File: config.mk
export PLATFORM = sky130hd
export DESIGN_NAME = calc1_port_driver
export DESIGN_NICKNAME = d
export VERILOG_FILES = /design/src/rtl/calc1_pkg.sv /design/src/rtl/calc1_drv_timer.sv /design/src/rtl/calc1_port_driver.sv
export SDC_FILE = /design/constraint.sdc
export NUM_CORES = 1
export LEC_CHECK = 0
export CAP_MARGIN = 5
export CORE_MARGIN = 1
export CORE_UTILIZATION = 40
export DETAILED_ROUTE_END_ITERATION = 10
export GPL_TIMING_DRIVEN = 0
export PLACE_DENSITY = 0.86
export REMOVE_ABC_BUFFERS = 1
export SLEW_MARGIN = 20
export SYNTH_ARGS = -nofsm -noshare
export SYNTH_HDL_FRONTEND = slang
export SYNTH_SLANG_ARGS = --single-unit
File: constraint.sdc
create_clock -name c_clk -period 4.41 [get_ports c_clk]
set_input_delay 0.882 -clock c_clk [delete_from_list [all_inputs] [get_ports c_clk]]
set_output_delay 0.882 -clock c_clk [all_outputs]
set_load 0.1 [all_outputs]
File: src/rtl/calc1_pkg.sv
// Shared calc1 definitions: command/response codes, bus widths and the port-driver state type.
package calc1_pkg;

  localparam int unsigned CMD_W  = 4;
  localparam int unsigned DATA_W = 32;
  localparam int unsigned RESP_W = 2;

  localparam logic [0:CMD_W-1] CMD_NOP = 4'd0;
  localparam logic [0:CMD_W-1] CMD_ADD = 4'd1;
  localparam logic [0:CMD_W-1] CMD_SUB = 4'd2;
  localparam logic [0:CMD_W-1] CMD_SHL = 4'd5;
  localparam logic [0:CMD_W-1] CMD_SHR = 4'd6;

  localparam logic [0:RESP_W-1] RESP_NONE = 2'd0;
  localparam logic [0:RESP_W-1] RESP_OK   = 2'd1;
  localparam logic [0:RESP_W-1] RESP_ERR  = 2'd2;
  localparam logic [0:RESP_W-1] RESP_RSVD = 2'd3;

  typedef enum logic [2:0] {
    StIdle,
    StSendOp1,
    StSendOp2,
    StWaitResp,
    StResult
  } drv_state_e;

  function automatic logic is_nop(input logic [0:CMD_W-1] cmd);
    return cmd == CMD_NOP;
  endfunction

endpackage

File: src/rtl/calc1_drv_timer.sv
// Load/count/expire down-counter bounding how long the port driver waits for a calc1 response.
module calc1_drv_timer #(
  parameter int unsigned CYCLES = 64
) (
  input  logic i_clk,
  input  logic i_reset,
  input  logic i_load,
  input  logic i_count,
  output logic o_expired
);

  localparam int unsigned CntW = $clog2(CYCLES);
  localparam logic [CntW-1:0] LoadVal = CntW'(CYCLES - 1);

  logic [CntW-1:0] r_cnt;

  // Loaded with CYCLES-1 so expiry is flagged during the CYCLES-th counted cycle.
  always_ff @(posedge i_clk) begin
    if (i_reset) begin
      r_cnt <= '0;
    end else if (i_load) begin
      r_cnt <= LoadVal;
    end else if (i_count && (r_cnt != '0)) begin
      r_cnt <= r_cnt - 1'b1;
    end
  end

  assign o_expired = (r_cnt == '0);

endmodule

File: src/rtl/calc1_port_driver.sv
// Serialises one operation onto a calc1 request port and returns its response.
// Optional response timeout enabled by defining CALC1_DRV_TIMEOUT_EN.
module calc1_port_driver
  import calc1_pkg::*;
#(
  parameter int unsigned TIMEOUT_CYCLES = 64
) (
  input  logic              c_clk,
  input  logic              reset,
  input  logic              op_valid,
  output logic              op_ready,
  input  logic [0:CMD_W-1]  op_cmd,
  input  logic [0:DATA_W-1] op_a,
  input  logic [0:DATA_W-1] op_b,
  output logic              res_valid,
  input  logic              res_ready,
  output logic [0:RESP_W-1] res_resp,
  output logic [0:DATA_W-1] res_data,
  output logic              res_timeout,
  output logic              busy,
  output logic [0:CMD_W-1]  req_cmd_out,
  output logic [0:DATA_W-1] req_data_out,
  input  logic [0:RESP_W-1] out_resp,
  input  logic [0:DATA_W-1] out_data
);

  drv_state_e r_state, w_state_nxt;

  logic              w_accept;
  logic              w_resp_hit;
  logic              w_timeout;
  logic [0:DATA_W-1] r_op_b;

  logic              r_op_ready, w_op_ready_d;
  logic              r_busy, w_busy_d;
  logic [0:CMD_W-1]  r_req_cmd, w_req_cmd_d;
  logic [0:DATA_W-1] r_req_data, w_req_data_d;
  logic              r_res_valid, w_res_valid_d;
  logic [0:RESP_W-1] r_res_resp, w_res_resp_d;
  logic [0:DATA_W-1] r_res_data, w_res_data_d;
  logic              r_res_timeout, w_res_timeout_d;

  assign w_accept   = op_valid && r_op_ready && (r_state == StIdle);
  // Responses outside WAIT_RESP are strays and never reach the result path.
  assign w_resp_hit = (r_state == StWaitResp) && (out_resp != RESP_NONE);

`ifdef CALC1_DRV_TIMEOUT_EN
  logic w_tmr_expired;

  calc1_drv_timer #(
    .CYCLES(TIMEOUT_CYCLES)
  ) u_timer (
    .i_clk    (c_clk),
    .i_reset  (reset),
    .i_load   (r_state == StSendOp2),
    .i_count  (r_state == StWaitResp),
    .o_expired(w_tmr_expired)
  );

  assign w_timeout = (r_state == StWaitResp) && w_tmr_expired && !w_resp_hit;
`else
  logic w_unused_timeout_cfg;
  assign w_unused_timeout_cfg = ^TIMEOUT_CYCLES;
  assign w_timeout            = 1'b0;
`endif

  always_ff @(posedge c_clk) begin
    if (reset) begin
      r_state <= StIdle;
    end else begin
      r_state <= w_state_nxt;
    end
  end

  always_comb begin
    w_state_nxt = r_state;
    unique case (r_state)
      StIdle: begin
        if (w_accept) begin
          w_state_nxt = is_nop(op_cmd) ? StResult : StSendOp1;
        end
      end
      StSendOp1:  w_state_nxt = StSendOp2;
      StSendOp2:  w_state_nxt = StWaitResp;
      StWaitResp: begin
        if (w_resp_hit || w_timeout) begin
          w_state_nxt = StResult;
        end
      end
      StResult: begin
        if (res_ready) begin
          w_state_nxt = StIdle;
        end
      end
      default: w_state_nxt = StIdle;
    endcase
  end

  // Next values of the registered outputs, decoded from the state being entered.
  always_comb begin
    w_op_ready_d    = (w_state_nxt == StIdle);
    w_busy_d        = (w_state_nxt != StIdle);
    w_req_cmd_d     = CMD_NOP;
    w_req_data_d    = '0;
    w_res_valid_d   = (w_state_nxt == StResult);
    w_res_resp_d    = RESP_NONE;
    w_res_data_d    = '0;
    w_res_timeout_d = 1'b0;

    if (w_accept && !is_nop(op_cmd)) begin
      w_req_cmd_d  = op_cmd;
      w_req_data_d = op_a;
    end else if (r_state == StSendOp1) begin
      w_req_data_d = r_op_b;
    end

    if (w_state_nxt == StResult) begin
      if (r_state == StResult) begin
        w_res_resp_d    = r_res_resp;
        w_res_data_d    = r_res_data;
        w_res_timeout_d = r_res_timeout;
      end else if (w_resp_hit) begin
        w_res_resp_d = out_resp;
        w_res_data_d = out_data;
      end else if (w_timeout) begin
        w_res_timeout_d = 1'b1;
      end
    end
  end

  always_ff @(posedge c_clk) begin
    if (reset) begin
      r_op_b        <= '0;
      r_op_ready    <= 1'b0;
      r_busy        <= 1'b0;
      r_req_cmd     <= CMD_NOP;
      r_req_data    <= '0;
      r_res_valid   <= 1'b0;
      r_res_resp    <= RESP_NONE;
      r_res_data    <= '0;
      r_res_timeout <= 1'b0;
    end else begin
      if (w_accept) begin
        r_op_b <= op_b;
      end
      r_op_ready    <= w_op_ready_d;
      r_busy        <= w_busy_d;
      r_req_cmd     <= w_req_cmd_d;
      r_req_data    <= w_req_data_d;
      r_res_valid   <= w_res_valid_d;
      r_res_resp    <= w_res_resp_d;
      r_res_data    <= w_res_data_d;
      r_res_timeout <= w_res_timeout_d;
    end
  end

  assign op_ready     = r_op_ready;
  assign busy         = r_busy;
  assign req_cmd_out  = r_req_cmd;
  assign req_data_out = r_req_data;
  assign res_valid    = r_res_valid;
  assign res_resp     = r_res_resp;
  assign res_data     = r_res_data;
  assign res_timeout  = r_res_timeout;

endmodule

======== Word level (Yosys, flattened, before mapping) ========
Index checks and enable logic that the tools add are counted.
storage, ports and cells
  bits in registers ....................... 108
  bits of input ports ..................... 106
  output and inout port bits .............. 74
operators by class
  multiplexer cells ....................... 9
  reductions and logical operators ........ 12
  bitwise operators ....................... 2
  equality and inequality tests ........... 5
operators with widths
  operator              count
  $mux W32              3
  $pmux W3 S5           1
  $mux W3               4
  $eq A3 B2 Y1 const B  2
  $eq A3 B3 Y1 const B  2
  $logic_not A3 Y1      2
  $logic_and A1 B1 Y1   4
  $logic_not A4 Y1      1
  $reduce_or A2 Y1      2
  $eq A3 B1 Y1 const B  1
  $reduce_bool A3 Y1    1
  $mux W2               1
  $not A1 Y1            2
  $reduce_bool A2 Y1    1
  $logic_not A1 Y1      1

======== Depth between registers and ports, before layout ========
Gate-level depths: netlist of the first run.
  depth in word-level cells ............... 7
  mapped depth ............................ 6
  mapped depth without buffers ............ 3

======== Worst setup path after synthesis of the first run ========
No wires, ideal clock.
  path kind ............................... register to register
  start ................................... reg r_op_ready (netlist: op_ready)
  end ..................................... reg r_res_data (netlist bit res_data[10])
  path slack .............................. 2.395 ns
  arrival time ............................ 1.933 ns
  data required time ...................... 4.329 ns
  buffers on the path ..................... 2
  period minus slack after synthesis ...... 2.015 ns
  cell stages (with the launch flop) ...... 6
  path through ............................ dfxtp_1 and4bb_1 buf_4 nand3_4 buf_6 a211oi_2
on the way
  longest elaborated chain between the ends .. 7
ends and longest elaborated chain
  what                               RTL line                  source
  start, declared                    calc1_port_driver.sv:34   logic r_op_ready, w_op_ready_d;
  start signal, assigned             calc1_port_driver.sv:146  r_op_ready <= w_op_ready_d;
  $logic_and A1 B1 Y1 (2 in series)  calc1_port_driver.sv:43   assign w_accept = op_valid && r_op_ready && (r_state == StIdle);
  $mux W3                            calc1_port_driver.sv:79   if (w_accept) begin
  $pmux W3 S5                        calc1_port_driver.sv:77   unique case (r_state)
  $eq A3 B3 Y1                       calc1_port_driver.sv:117  if (w_state_nxt == StResult) begin
  $not A1 Y1 (no source line)        -
  $reduce_or A2 Y1 (no source line)  -
  end signal, assigned               calc1_port_driver.sv:152  r_res_data <= w_res_data_d;
  end, declared                      calc1_port_driver.sv:40   logic [0:DATA_W-1] r_res_data, w_res_data_d;
Every way passes these cells.
A chain may end at the register's enable or synchronous reset.

======== Final worst setup path of the first run ========
  start ................................... reg r_state[2]
  end ..................................... reg r_res_data (netlist bit res_data[28])
on the way
  longest elaborated chain between the ends .. 7
  elaborated cells between the ends (all ways) .. 15
ends and longest elaborated chain
  what                                                     RTL line                                                                   source
  start, declared                                          calc1_port_driver.sv:27                                                    drv_state_e r_state, w_state_nxt;
  start signal, assigned                                   calc1_port_driver.sv:69                                                    r_state <= StIdle;
  start signal, assigned                                   calc1_port_driver.sv:71                                                    r_state <= w_state_nxt;
  $eq A3 B2 Y1 / $logic_not A3 Y1 (equally long branches)  calc1_port_driver.sv:45, calc1_port_driver.sv:77, calc1_port_driver.sv:43
  $logic_and A1 B1 Y1 (on tied branches)                   calc1_port_driver.sv:45, calc1_port_driver.sv:43
  $mux W3 (on tied branches)                               calc1_port_driver.sv:86, calc1_port_driver.sv:79
  $pmux W3 S5                                              calc1_port_driver.sv:77
  $eq A3 B3 Y1                                             calc1_port_driver.sv:117
  $not A1 Y1 (no source line)                              -
  $reduce_or A2 Y1 (no source line)                        -
Parallel ways exist; a longest one is shown, timed or not.

==> results.md, run 1 <==
- Status: completed
- Fin worst setup slack: 1.314 ns
- Root Buffer: clkbuf_8
- Largest net degree at the start of global routing: 42
- WL per Instance: 17.28 um
- Finished Layout Cells: around 670
- Die Width: about 100 um
- Power Density: around 320 nW/um^2
- VDD IR max: between 0.15 and 0.2 mV
- Worst hold path type: reg -> reg
- Die area: 10920 um^2
- Vias: ~3700
- Post-synth ARST share: 0%
- Fmax: 323.0 MHz
- Fraction of layout cells with a size suffix above 1: between 10% and 20%
- Total track usage: a little over a fifth
- Crit path max fanout: 41
- Relative slew slack: around 29%
- First-pass iteration count of the detailed router: 4
- Mean Syn Cell Area: between 10 and 15 um^2
- Worst-path clk slew: ~0.1 ns
- Endpoint type of the worst setup path: flip-flop
- EDFF count, synth: 0
- Pleak: 0.001976 uW
- Worst EP required: approximately 4.6 ns
- Global-route wire length before repair: around 19 mm
- Drt drc: 0
- Clk network pwr share: 29.1%
- Worst path arrival time: 3.30 ns
- Final Hold Fails: 0
- Setup crit start kind: flip-flop
- Comb power frac: 19.0%
- Final WL: approximately 12 mm
- Post-DP HPWL: slightly above 8 mm
- # IOs: 180
- RSZ-0062 raised after global routing: false
- RD Place Congestion: roughly 0.75
- FF-to-FF path depth: 3
- Vias in the first global route: 3746
- Num CTS Buffers: 9
- Setup CP Type: reg -> reg
- Min cycle time layout: between 3 and 4 ns
- H-tree levels: 3
- Post-synthesis sequential area ratio: ~50%
- Switching Share: between 20 and 30%
- Clk buf depth: 2
- Final setup viols: 0
- DP Cell Count: roughly 660
- Int Power: ~1400 uW
- Hold Buf Count CTS: 0
- Top_reg_cell synth: dfxtp_1
- Port bufs: 178
- Syn Inst Count: between 300 and 400
- Ratio of final minimum period to clock period: 70.19%
- Yosys warns: 0
- Routed vias/inst: 5.548
- # Max-Cap Violations: 0
- #FFs+latches synth: approximately 110
- Count leader, synth: dfxtp_1
- Total core area: ~10000 um^2
- Initial antenna violation count: 0
- Total global routing overflow: 0
- PostCTS Resize Cnt: 0
- Antenna-violating nets left: 0
- Pre-CTS WS: 0.9593 ns
- Seq pwr share: around 52%
- Fin. max-slew vios: 0
- Clock sink count: between 100 and 150
- Cell area after synthesis: 4204 um^2
- Worst-Margin Slew: around 1.1 ns
- Post-Route Skew: between 0.01 and 0.015 ns
- Post-synth top area share: around half
- # rows: 37
- Area growth, synth to finish: 46.49%
- Die Ht: between 100 and 150 um
- Psw: ~560 uW
- Layout Nets: 637
- Initial core utilization: between 40% and 50%
- Post-synth top cells: 108 x dfxtp_1, 35 x a21oi_1, 34 x o21ai_0
- Skew-Pair Late Insertion Delay: approximately 0.36 ns
- CTS tree: done
- Ant. Diodes: 0
- Setup bufs post-CTS: 0
- Cell taking the most area after synthesis: dfxtp_1
- Drt initial violations: ~150
- Hold Path Depth: 1
- Ranking of synthesized cells by area: dfxtp_1 51%, a211oi_2 8.3%, a32oi_1 6.7%
- Number of library cell types mapped by synthesis: 33
kinds of logic (layout without fill, tap and decap cells):
family                 Yosys count  in the layout  share of synthesized area, %
AO/OA/AOI/OAI                  173            173                         32.47
buffers and inverters           49            203                         7.143
flip-flops                     108            108                         51.43
other                            1              1                       0.08920
AND/OR/NAND/NOR                 51             51                         8.869
through the flow:
stage | power, uW | hold slack (ns) | instance area, um^2 | utilization (%) | setup TNS, ns
global placement | 1419 | 0.4416 | 5859 | 57.01 | -59.77
finish | 1989 | 0.4625 | 6158 | 59.92 | 0
floorplan | 1254 | 0.4361 | 3908 | - | 0
global route | 2075 | 0.4769 | 6158 | 59.92 | 0
CTS | 2010 | 0.4646 | 6158 | 59.92 | 0
detailed placement | 1434 | 0.4434 | 5974 | 58.13 | 0
path summary, 6_finish.rpt:
| kind | startpoint | end | slack, ns |
|---|---|---|---|
| worst min-delay path | r_op_b[1]$_SDFFE_PP0P_ | req_data_out[1]$_SDFF_PP0_ | 0.46 |
| worst max-delay path | r_state[2]$_SDFF_PP0_ | res_data[28]$_SDFFE_PP0P_ | 1.31 |
| worst min register to register | r_op_b[1]$_SDFFE_PP0P_ | req_data_out[1]$_SDFF_PP0_ | 0.46 |
| worst max register to register | r_state[2]$_SDFF_PP0_ | res_data[28]$_SDFFE_PP0P_ | 1.31 |
worst max-delay path, stage by stage (launching register included):
cell and delay [ns]:
dfxtp_2 0.82, clkinv_1 1.07, nand3_4 0.85, a211oi_1 0.17
cell usage in the layout, fill, tap and decap left out, drive strengths merged:
cell,n
bufinv,1
a31oi,1
clkdlybuf4s50,177
clkinv,4
buf,9
nand3,34
a21oi,35
nor3b,1
a22o,32
o22ai,1
a2bb2oi,1
a22oi,2
or2,1
and3b,1
or3,1
nor4b,1
clkbuf,11
or3b,1
nor2b,1
nand4bb,1
and3,4
and4bb,1
nor4,2
nor2,2
o21ai,34
a32oi,32
a211oi,35
clkinvlp,1
conb,1
dfxtp,108
power by group through the flow:
| stage | Clock (uW) | Combinational (uW) | Sequential (uW) |
|---|---|---|---|
| after floorplan | 0 | 88.7 | 1170 |
| after global placement | 0 | 366 | 1050 |
| after detailed placement | 0 | 377 | 1060 |
| after CTS | 597 | 379 | 1030 |
| after global routing | 640 | 397 | 1040 |
| final | 578 | 377 | 1030 |
registers in the layout, summed over array words and instances, names as in the netlist:
name and count:
res_resp 2, r_op_b 32, op_ready 1, res_data 32, req_cmd_out 4, busy 1
res_valid 1, r_state 3, req_data_out 32
final cells by class:
type | count | area [um^2]
inverters | 1 | 3.754
flip-flops and latches | 108 | 2163
clock buffers | 11 | 131.4
well taps | 136 | 170.2
fillers | 854 | 4119
multi-input cells | 225 | 1750
repair buffers | 186 | 1887
clock inverters | 5 | 52.55
metal layers:
metal	track usage, %	part of all wire [%]	routed length (um)
met2	36.28	48	5588
met3	8.647	11	1243
met1	23.94	40	4647
met4	7.143	1.1	132
met5	0	0	0
Note: power is estimated with default switching activity, not from simulation.
==> inputs of run 2 (changes only) <==
- clock period: 4.41 -> 2.9 ns (I/O delays scaled with it)
==> results.md, run 2 (synthesized netlist as in run 1, its figures left out) <==
- Status: completed
- Drt drc: 0 (unchanged)
- Crit path max fanout: 41 (unchanged)
- Switching Share: 28.37% (+0.043 points)
- Area growth, synth to finish: 46.61% (about the same)
- Most common cell after layout, fill and taps aside: clkdlybuf4s50_1
- Routed vias/inst: 5.531 (-0.30%)
- Comb power frac: 19.0% (about the same)
- Fillers: 854 (unchanged)
- Die area: 10920 um^2 (unchanged)
- Final WL: 11.70 mm (+0.77%)
- Hold Startpoint: r_op_b[1]$_SDFFE_PP0P_
- Final Hold Fails: 0 (unchanged)
- Hold Buf Count CTS: 0 (unchanged)
- First-pass iteration count of the detailed router: 4 (unchanged)
- Fraction of layout cells with a size suffix above 1: 12.50% (+0.19 points)
- Relative slew slack: 30.62% (+2.1 points)
- Worst hold path type: reg -> reg
- Die Width: 104.5 um (unchanged)
- Antenna-violating nets left: 0 (unchanged)
- Initial core utilization: 40.91% (unchanged)
- Total global routing overflow: 0 (unchanged)
- Psw: 859.1 uW (+52%)
- Setup bufs post-CTS: 0 (unchanged)
- Post-DP HPWL: 8.084 mm (unchanged)
- Min cycle time layout: 2.590 ns (-0.5051 ns)
- Worst path arrival time: 2.82 ns (-0.48 ns)
- Int Power: 2169 uW (+52%)
- Ratio of final minimum period to clock period: 89.32% (+19 points)
- Total core area: 10280 um^2 (unchanged)
- Worst EP required: 3.13 ns (-1.48 ns)
- WL per Instance: 17.41 um (+0.77%)
- Largest net degree at the start of global routing: 42 (unchanged)
- Setup crit start kind: flip-flop
- Root Buffer: clkbuf_8
- Power Density: 491.3 nW/um^2 (+52%)
- Final TNS setup: 0 ns (unchanged)
- Fmax: 386.0 MHz (+19%)
- Global-route wire length before repair: 18.53 mm (unchanged)
- Pleak: 0.001977 uW (about the same)
- Drt initial violations: 152 (-0.65%)
- Worst-Margin Slew: 1.037 ns (-0.02775 ns)
- RD Place Congestion: 0.7457 (unchanged)
- Seq pwr share: 51.9% (about the same)
- H-tree levels: 3 (unchanged)
- Vias in the first global route: 3746 (unchanged)
- Final setup viols: 0 (unchanged)
- Setup CP Type: reg -> reg
- FF-to-FF path depth: 4 (+1)
- Final core occ: 59.97% (about the same)
- Vias: 3717 (-0.30%)
- # Max-Cap Violations: 0 (unchanged)
- Worst-path clk slew: 0.10 ns (about the same)
- RSZ-0062 raised after global routing: false
- Endpoint type of the worst setup path: flip-flop
- Clock sink count: 108 (unchanged)
- Clk network pwr share: 29.1% (about the same)
- # rows: 37 (unchanged)
- Clk buf depth: 2 (unchanged)
- Hold Path Depth: 1 (unchanged)
- Most frequent cells in the layout: 177 x clkdlybuf4s50_1, 107 x dfxtp_1, 35 x a21oi_1, 34 x o21ai_0, 33 x nand3_1
- Ant. Diodes: 0 (unchanged)
- Layout Nets: 637 (unchanged)
- R2R Path Start: r_state[2]$_SDFF_PP0_
- Post-Route Skew: 0.01103 ns (+0.0002624 ns)
- Total track usage: 21.28% (unchanged)
- Reg2Reg Setup Slack: 0.31 ns (-1.00 ns)
- Port bufs: 178 (unchanged)
- Skew-Pair Late Insertion Delay: 0.36 ns (about the same)
- Fin. max-slew vios: 0 (unchanged)
- # IOs: 180 (unchanged)
- Critical path launch point: r_state[2]$_SDFF_PP0_
- Initial antenna violation count: 0 (unchanged)
- CTS tree: done
- Num CTS Buffers: 9 (unchanged)
- Die Ht: 104.5 um (unchanged)
- VDD IR max: 0.2906 mV (+53%)
==> run 2: cell counts in the layout (fill, tap and decap cells not counted) <==
No cell type changed its count.
==> run 2: final timing paths <==
| path | end |
|---|---|
| setup / recovery | res_data[29]$_SDFFE_PP0P_ |
| setup reg to reg | res_data[29]$_SDFFE_PP0P_ |
| hold / removal | req_data_out[1]$_SDFF_PP0_ |
| hold reg to reg | req_data_out[1]$_SDFF_PP0_ |
==> run 2: final cells by class <==
cell class / instances / area (um^2) / share of cell area (%)
tap: 136 / 170.2 / 2.761
inverter: 1 / 5.005 / 0.08120
sequential: 108 / 2163 / 35.10
clock buffer: 11 / 131.4 / 2.132
timing repair buffer: 186 / 1887 / 30.61
clock inverter: 5 / 52.55 / 0.8526
multi-input combinational: 225 / 1754 / 28.46
==> run 2: through the flow <==
| step | cell area, um^2 | hold slack, ns | total power (uW) | worst slack, ns | instances |
|---|---|---|---|---|---|
| 2_1_floorplan | 3908 | 0.4361 | 1907 | -0.01467 | 334 |
| 3_3_place_gp | 5859 | 0.4416 | 2158 | -3.138 | 648 |
| 3_5_place_dp | 5974 | 0.4434 | 2181 | -0.2487 | 656 |
| 4_1_cts | 6160 | 0.4646 | 3057 | 0.1617 | 672 |
| 5_1_grt | 6163 | 0.4769 | 3158 | 0.1699 | 672 |
| 6_report | 6163 | 0.4613 | 3028 | 0.3096 | 672 |
==> run 2: per-layer routing <==
metal  global-route usage, %  wire length (um)  vias up
met5                       0                 0        -
met4                   7.143               110        0
met3                   8.647              1214        8
met2                   36.28              5711      176
met1                   23.94              4665     1769
li1                        -                 -     1764
==> run 2: worst max-delay path, stage by stage, from the launching register on <==
cell       delay [ns]
dfxtp_2          0.82
and3b_2          0.53
a2bb2oi_4        0.76
buf_16           0.24
a211oi_1         0.08
==> run 2: what timing repair did <==
item,CTS,global route
pin swaps,0,0
resized for setup,1,1
endpoints found under the setup margin,36,1
==> run 2: power groups by stage <==
stage | combinational [uW] | sequential, uW | clock, uW
finish | 574 | 1570 | 881
global route | 605 | 1580 | 974
CTS | 576 | 1570 | 909
detailed placement | 574 | 1610 | 0
global placement | 556 | 1600 | 0
floorplan | 135 | 1770 | 0
